`src/rtl/laundry_pkg.sv`:
```
// Shared definitions for the laundromat controllers: clock-rate codes,
// arbiter state encoding and the seconds-timebase helper.
package laundry_pkg;

  // clk_freq codes; cycles per second is SEC_BASE << code
  localparam logic [1:0] FREQ_X1 = 2'b00;
  localparam logic [1:0] FREQ_X2 = 2'b01;
  localparam logic [1:0] FREQ_X4 = 2'b10;
  localparam logic [1:0] FREQ_X8 = 2'b11;

  typedef enum logic [1:0] {
    ST_IDLE  = 2'd0,
    ST_GRANT = 2'd1,
    ST_GAP   = 2'd2
  } arb_state_e;

  // Clock cycles in one second for a given base rate and frequency code
  function automatic int unsigned cycles_per_sec(input int unsigned sec_base,
                                                 input logic [1:0]  freq);
    return sec_base << freq;
  endfunction

endpackage

```
`src/rtl/sec_tick_gen.sv`:
```
// Seconds timebase: one-cycle tick every (SEC_BASE << freq_q) cycles while
// not held in clear. Shared with the wash timer.
module sec_tick_gen
  import laundry_pkg::*;
#(
  parameter int unsigned SEC_BASE = 1_000_000
) (
  input  logic       clk,
  input  logic       rst_n,
  input  logic       clear,
  input  logic [1:0] freq_q,
  output logic       sec_tick_c
);

  localparam int unsigned CYC_W = $clog2(SEC_BASE * 8);

  logic [CYC_W-1:0] cyc_q, cyc_d;
  logic [CYC_W-1:0] last_c;

  // Cycle counter: wraps at the end of each second, saturates otherwise
  always_comb begin
    last_c     = CYC_W'(cycles_per_sec(SEC_BASE, freq_q) - 32'd1);
    sec_tick_c = 1'b0;
    cyc_d      = cyc_q;
    if (clear) begin
      cyc_d = '0;
    end else if (cyc_q == last_c) begin
      sec_tick_c = 1'b1;
      cyc_d      = '0;
    end else if (cyc_q != '1) begin
      cyc_d = cyc_q + CYC_W'(1);
    end
  end

  // Counter register with synchronous reset
  always_ff @(posedge clk) begin
    if (!rst_n) cyc_q <= '0;
    else        cyc_q <= cyc_d;
  end

endmodule

```
`src/rtl/drain_pump_arbiter.sv`:
```
// Round-robin owner selection for the shared drain/spin pump, with a
// seconds-based hold limit, timeout lockout and a pump-off gap between owners.
// `release` is a reserved word, so the early-release input is release_pulse.
module drain_pump_arbiter
  import laundry_pkg::*;
#(
  parameter int unsigned N_REQ      = 4,
  parameter int unsigned SEC_BASE   = 1_000_000,
  parameter int unsigned HOLD_SEC   = 60,
  parameter int unsigned GAP_CYCLES = 2
) (
  input  logic                       clk,
  input  logic                       rst_n,
  input  logic [1:0]                 clk_freq,
  input  logic [N_REQ-1:0]           req,
  input  logic [N_REQ-1:0]           release_pulse,
  output logic [N_REQ-1:0]           grant,
  output logic [$clog2(N_REQ)-1:0]   owner,
  output logic                       busy,
  output logic                       timeout_err
);

  localparam int unsigned OWN_W = $clog2(N_REQ);
  localparam int unsigned SEC_W = $clog2(HOLD_SEC + 1);
  localparam int unsigned GAP_W = $clog2(GAP_CYCLES + 1);

  arb_state_e       state_q, state_d;
  logic [N_REQ-1:0] grant_q, grant_d;
  logic [OWN_W-1:0] owner_q, owner_d;
  logic [OWN_W-1:0] ptr_q, ptr_d;
  logic [N_REQ-1:0] lockout_q, lockout_d;
  logic [1:0]       freq_q, freq_d;
  logic [SEC_W-1:0] sec_q, sec_d;
  logic [GAP_W-1:0] gap_q, gap_d;
  logic             busy_q, busy_d;
  logic             timeout_q, timeout_d;

  logic [N_REQ-1:0] elig_c;
  logic [OWN_W-1:0] pick_c;
  logic             end_norm_c;
  logic             tmo_c;
  logic             clear_c;
  logic             sec_tick_c;

  // First eligible index at or after ptr, wrapping around
  function automatic logic [OWN_W-1:0] rr_pick(input logic [N_REQ-1:0] elig,
                                               input logic [OWN_W-1:0] ptr);
    logic [OWN_W-1:0] pick;
    logic             found;
    int unsigned      idx;
    pick  = ptr;
    found = 1'b0;
    for (int unsigned off = 0; off < N_REQ; off++) begin
      idx = (32'(ptr) + off) % N_REQ;
      if (!found && elig[OWN_W'(idx)]) begin
        pick  = OWN_W'(idx);
        found = 1'b1;
      end
    end
    return pick;
  endfunction

  // Seconds timebase runs only while a grant is active
  assign clear_c = (state_q != ST_GRANT);

  sec_tick_gen #(
    .SEC_BASE (SEC_BASE)
  ) u_sec_tick (
    .clk        (clk),
    .rst_n      (rst_n),
    .clear      (clear_c),
    .freq_q     (freq_q),
    .sec_tick_c (sec_tick_c)
  );

  // Next-state and output logic
  always_comb begin
    state_d    = state_q;
    grant_d    = grant_q;
    owner_d    = owner_q;
    ptr_d      = ptr_q;
    freq_d     = freq_q;
    sec_d      = sec_q;
    gap_d      = gap_q;
    timeout_d  = 1'b0;
    lockout_d  = lockout_q & req;
    elig_c     = req & ~lockout_q;
    pick_c     = rr_pick(elig_c, ptr_q);
    end_norm_c = release_pulse[owner_q] || !req[owner_q];
    tmo_c      = sec_tick_c && (sec_q == SEC_W'(HOLD_SEC - 1));

    unique case (state_q)
      ST_IDLE: begin
        if (|elig_c) begin
          grant_d = N_REQ'(1) << pick_c;
          owner_d = pick_c;
          freq_d  = clk_freq;
          sec_d   = '0;
          state_d = ST_GRANT;
        end
      end
      ST_GRANT: begin
        if (sec_tick_c && (sec_q != SEC_W'(HOLD_SEC))) sec_d = sec_q + SEC_W'(1);
        if (end_norm_c || tmo_c) begin
          grant_d = '0;
          ptr_d   = (owner_q == OWN_W'(N_REQ - 1)) ? '0 : owner_q + OWN_W'(1);
          gap_d   = '0;
          state_d = ST_GAP;
          // A normal end in the same cycle wins over the hold limit
          if (!end_norm_c) begin
            timeout_d          = 1'b1;
            lockout_d[owner_q] = 1'b1;
          end
        end
      end
      ST_GAP: begin
        if (gap_q == GAP_W'(GAP_CYCLES - 1)) state_d = ST_IDLE;
        else                                  gap_d   = gap_q + GAP_W'(1);
      end
      default: state_d = ST_IDLE;
    endcase

    busy_d = |grant_d;
  end

  // State and output registers with synchronous reset
  always_ff @(posedge clk) begin
    if (!rst_n) begin
      state_q   <= ST_IDLE;
      grant_q   <= '0;
      owner_q   <= '0;
      ptr_q     <= '0;
      lockout_q <= '0;
      freq_q    <= FREQ_X1;
      sec_q     <= '0;
      gap_q     <= '0;
      busy_q    <= 1'b0;
      timeout_q <= 1'b0;
    end else begin
      state_q   <= state_d;
      grant_q   <= grant_d;
      owner_q   <= owner_d;
      ptr_q     <= ptr_d;
      lockout_q <= lockout_d;
      freq_q    <= freq_d;
      sec_q     <= sec_d;
      gap_q     <= gap_d;
      busy_q    <= busy_d;
      timeout_q <= timeout_d;
    end
  end

  assign grant       = grant_q;
  assign owner       = owner_q;
  assign busy        = busy_q;
  assign timeout_err = timeout_q;

endmodule
```
`config.mk`:
```
export PLATFORM = sky130hd
export DESIGN_NAME = drain_pump_arbiter
export DESIGN_NICKNAME = d
export VERILOG_FILES = /design/src/rtl/laundry_pkg.sv /design/src/rtl/sec_tick_gen.sv /design/src/rtl/drain_pump_arbiter.sv
export SDC_FILE = /design/constraint.sdc
export NUM_CORES = 1
export LEC_CHECK = 0
export BUFFER_PORTS_ARGS = -buffer_cell sky130_fd_sc_hd__buf_2
export CAP_MARGIN = 20
export CORE_AREA = 2 2 76 78
export CTS_CLUSTER_SIZE = 8
export DETAILED_ROUTE_END_ITERATION = 12
export DIE_AREA = 0 0 78 80
export PLACE_DENSITY = 0.75
export SYNTH_ARGS = -nofsm -noshare
export SYNTH_HDL_FRONTEND = slang
export SYNTH_SLANG_ARGS = --single-unit
```
`constraint.sdc`:
```
create_clock -name clk -period 2.6 [get_ports clk]
set_input_delay 0.26 -clock clk [delete_from_list [all_inputs] [get_ports clk]]
set_output_delay 0.26 -clock clk [all_outputs]
set_load 0.03 [all_outputs]
```
# Word level (Yosys, flattened, before mapping)
# Cells that the tools add are included.
[totals]
wordCells = 110
latchBits = 0
mem_bits_ro = 0
ram_bits = 0
n_memories = 0
inputBits = 12
reg_bits = 49
out_inout_bits = 8
[classes]
eq_ne = 14
multipliers = 0
n_reduce_logical = 24
div = 0
n_addsub = 8
magnitude_cmp = 6
mux = 40
n_shift = 2
bitwise_logic = 5
[ops]
columns = ["operator", "n"]
rows = [
  ["$add A23 B1 Y23 const B", 1],
  ["$eq A23 B23 Y1", 1],
  ["$ne A23 B23 Y1 const B", 1],
  ["$shl A20 B2 Y23 const A", 1],
  ["$sub A23 B1 Y23 const B", 1],
  ["$mux W4", 5],
  ["$mux W2", 9],
  ["$lt A2 B3 Y1 const B", 5],
  ["$mux W1", 13],
  ["$bmux W1 S2", 6],
  ["$mux W6", 2],
  ["$pmux W6 S2", 1],
  ["$reduce_and A3 Y1", 4],
  ["$ne A2 B2 Y1 const B", 5],
  ["$and A4 B4 Y4", 2],
  ["$pmux W4 S2", 1],
  ["$reduce_or A4 Y1", 2],
  ["$add A2 B1 Y2 const B", 3],
  ["$add A6 B1 Y6 const B", 1],
  ["$eq A6 B6 Y1 const B", 1],
  ["$logic_and A1 B1 Y1", 6],
  ["$ne A6 B6 Y1 const B", 1],
  ["$pmux W2 S3", 1],
  ["$add A2 B2 Y2 const B", 2],
  ["other kinds (16)", 24],
]

# Logic depth before layout (Yosys ltp)
[depth]
ltp_word = 18
mapped_depth = 10
mapped_depth_nobuf = 8

# Cells and area by module
# A second synthesis with hierarchy kept.
[hier_totals]
cells_unflattened = 325
area_unflattened_um2 = 2954.1
[modules_own_cells]
columns = ["module", "area_each_um2", "cells_per_inst", "seq_area_each_um2", "n_inst"]
rows = [
  ["drain_pump_arbiter", 1492.7, 155, 520.5, 1],
  ["sec_tick_gen", 1461.4, 170, 460.4, 1],
]

# Least setup slack after synthesis
# OpenSTA, ideal clock, no wires.
[synth_timing]
path_kind = "reg-to-reg"
from = "reg freq_q[1]"
to = "reg sec_q[3]"
path_slack_ns = 0.143
setup_time_ns = 0.060
arrival_ns = 2.396
path_buffers = 1
t_required_ns = 2.540
stages_incl_launch_ff = 10
path_cell_list = "dfxtp_1 inv_1 ha_1 nand2b_2 a2111o_1 a31oi_4 o2111ai_2 buf_6 or4_1 nand2_1"
[synth_via]
elab_chain_len = 8
[synth_rtl]
columns = ["element", "line", "rtl"]
rows = [
  ["from (decl)", "drain_pump_arbiter.sv:32", "logic [1:0] freq_q, freq_d;"],
  ["from (signal assigned)", "drain_pump_arbiter.sv:145", "freq_q <= freq_d;"],
  ["$shl A20 B2 Y23", "laundry_pkg.sv:20", "return sec_base << freq;"],
  ["$sub A23 B1 Y23", "sec_tick_gen.sv:22", "last_c = CYC_W'(cycles_per_sec(SEC_BASE, freq_q) - 32'd1);"],
  ["$eq A23 B23 Y1", "sec_tick_gen.sv:27", "end else if (cyc_q == last_c) begin"],
  ["$mux W1", "sec_tick_gen.sv:27", ""],
  ["$mux W1", "sec_tick_gen.sv:25", "if (clear) begin"],
  ["$logic_and A1 B1 Y1", "drain_pump_arbiter.sv:103", "if (sec_tick_c && (sec_q != SEC_W'(HOLD_SEC))) sec_d = sec_q + SEC_W'(1);"],
  ["$ne A2 B2 Y1 (no source line)", "--", ""],
  ["$reduce_and A3 Y1 (no source line)", "--", ""],
  ["to (signal assigned)", "drain_pump_arbiter.sv:135", "sec_q <= '0;"],
  ["to (signal assigned)", "drain_pump_arbiter.sv:146", "sec_q <= sec_d;"],
  ["to (decl)", "drain_pump_arbiter.sv:33", "logic [SEC_W-1:0] sec_q, sec_d;"],
]
# Every way passes these cells.
# A chain may end at the register's enable or synchronous reset.

# Worst setup path in the final report
# Same ends and word-level chain as after synthesis.

==> qor.csv <==
metric,value,unit
p_clk_share,27.9,%
switchingPower,502,uW
placementRows,27,
grt_pass1_wl,10.7,mm
root_buffer,clkbuf_8,
ys_seq_area_share,34.7,%
area_growth,10.5,%
criticalPathCategory,register to register,
syn_inst,340,
grt.total_usage,21.1,%
dieHeight,80,um
synth_nets,368,
drt-pass1-iter-count,5,
regArea,981,um^2
drt_iter0_markers,147,
synth_compound_area_share,17.5,%
final_common_cell,dfxtp_1,
met2_usage,33.8,%
cts_tree,done,
p_per_area,512,nW/um^2
cpMaxStageDelayCell,or4_1,
hold_class,input port to register,
grt_pass1_vias,2302,
worstPathRequired,2.85,ns
die_width,78,um
switching_share,31.4,%
synth_xor_area_share,5.58,%
path_buf_inv,1,
avgRoutedWirePerCell,14.6,um
pwr-share-comb,21.0,%
seqPwrFrac,51.1,%
relSlewSlack,61.4,%
grt_max_degree,24,
die_area,6240,um^2
worst_pin_slew,0.574,ns
place_area,3030,um^2
htree_levels,2,
hold_viol_final,0,
netlist_area,2820,um^2
skew,0.00414,ns
synthFlopType,dfxtp_1,
crit_family,compound AO/OA/AOI/OAI gates,
ir_drop,0.380,mV
final_cell_mix,"dfxtp_1 (49), nor2_1 (36), nand2_1 (28)",
tns,0,ns
cpPeakStageDelay,0.51,ns
antenna-diode-count,0,
design_area,3120,um^2
clkLatencyLatePin,0.30,ns
grt.busiest_layer,met2,
overflow,0,
boundaryPins,20,
clockBufferDepth,2,
rsz0062_at_grt,no,
max_cap_viol_count,0,
crit_fanout,7,
gr-usage-met1,28.7,%
clkSinkCount,49,
dp_hpwl,4.67,mm
endpoint_kind,register,
grt_use_met3,3.39,%
synthAdderAreaFrac,7.09,%
path_cells,inv_1 > ha_1 > nand2b_2 > a2111o_1 > a31oi_4 > o2111ai_2 > or4_1 > nand2_1,
timing.fmax,0.412,GHz
core_area,5410,um^2
intPower,1.09,mW
multi_input_area,1740,um^2
drive_gt1_share,11.8,%
syn_avg_cell_area,8.31,um^2
slew_violations,0,
drcViolationCount,0,
synth_edf_count,0,
viasPerCell,6.06,
synth_top_family_by_area,simple AND/OR/NAND/NOR gates,
cts_hold_buf,0,
status,"complete, no violations",
synth_cell_types,56,
p_leak,1.17,nW
synthMuxAreaShare,1.77,%
ys_warn_count,0,
io_buffers,19,
cts_buffers,5,
async_flop_share,0,%
ant_nets,0,
nFillCells,524,
startpoint_type,register,
period_share,93.3,%
setup_viol,0,
synth-seq-cells,49,
final_nets,390,
place_congestion,0.870,
clk_pin_slew,0.09,ns
fin_crit,2.43,ns
vias,2634,
critPathArrivalTime,2.68,ns
start_util,52.2,%
synthSimpleGateAreaFrac,29.3,%
routed_wirelength,6.35,mm
antenna_found_initial,0,
==> cells in the mapped netlist, types with 6 or more instances <==
library cell,count,share of area (%)
a21oi_1,10,1.8
a31oi_1,6,1.3
and3_1,7,1.6
clkbuf_1,8,1.1
dfxtp_1,49,35
ha_1,16,7.1
inv_1,14,1.9
nand2_1,28,3.7
nand2b_1,8,1.8
nand3_1,22,3.9
nand4_1,11,2.4
nor2_1,36,4.8
nor3_1,11,1.9
o21ai_0,8,1.4
o22ai_1,12,2.7
xnor2_1,6,1.9
xor2_1,12,3.7
==> power by group through the flow <==
stage	Sequential [mW]	Combinational [mW]	Clock (mW)
CTS	0.814	0.331	0.455
global placement	0.829	0.323	0
detailed placement	0.832	0.329	0
floorplan	0.855	0.209	0
finish	0.815	0.336	0.445
global route	0.820	0.370	0.482
==> per-layer routing <==
metal	vias up	part of all wire, %	wire (um)
met2	102	46	2890
li1	1292	-	-
met1	1234	47	3010
met5	-	0	0
met3	6	5.7	363
met4	0	1.2	76
==> final cells by class <==
type | count | share of cell area [%]
multi-input combinational | 264 | 55.7
sequential | 49 | 31.4
timing repair buffer | 28 | 5.62
tap | 72 | 2.89
clock buffer | 6 | 2.33
inverter | 14 | 1.68
clock inverter | 2 | 0.321
==> registers in the layout, indices dropped and copies added, names as in the netlist, 4 cells and up <==
name,count
sec_q,6
lockout_q,4
grant,4
u_sec_tick.cyc_q,23
==> through the flow <==
stage               instances  util (%)  power [mW]  worst slack, ns  hold WS (ns)
floorplan                 340         -        1.06            0.143         0.393
global placement          427      56.0        1.15            0.251         0.467
detailed placement        427      56.0        1.16            0.193         0.465
CTS                       435      57.5        1.60            0.168         0.195
global route              435      57.7        1.67           0.0359         0.204
finish                    435      57.7        1.60            0.174         0.206
==> worst reg2reg max path: stages, from the launching register on <==
cell	delay (ns)
dfxtp_1	0.36
inv_1	0.10
ha_1	0.27
nand2b_2	0.20
a2111o_1	0.45
a31oi_4	0.20
o2111ai_2	0.21
or4_1	0.51
nand2_1	0.07
==> path summary, 6_finish.rpt <==
kind	to	slack, ns	cells after the start	startpoint
hold reg to reg	grant[2]	0.49	2	grant[2]
setup reg to reg	sec_q[3]	0.17	8	freq_q[1]
setup / recovery	sec_q[3]	0.17	8	freq_q[1]
hold / removal	freq_q[0]	0.21	3	clk_freq[0]
==> what timing repair did <==
action	in CTS	in global routing
buffers inserted	0	0
resized for setup	0	1
setup endpoints to repair	0	8
==> cells by family after synthesis <==
group                      after synthesis
xor gates and xnor gates                18
muxes                                    5
adders and majority gates               16
DFF                                     49
and+or+nand+nor                        158
AOI/OAI and AO/OA                       67
buffers and inverters                   27
Note: power is estimated with default switching activity, not from simulation.
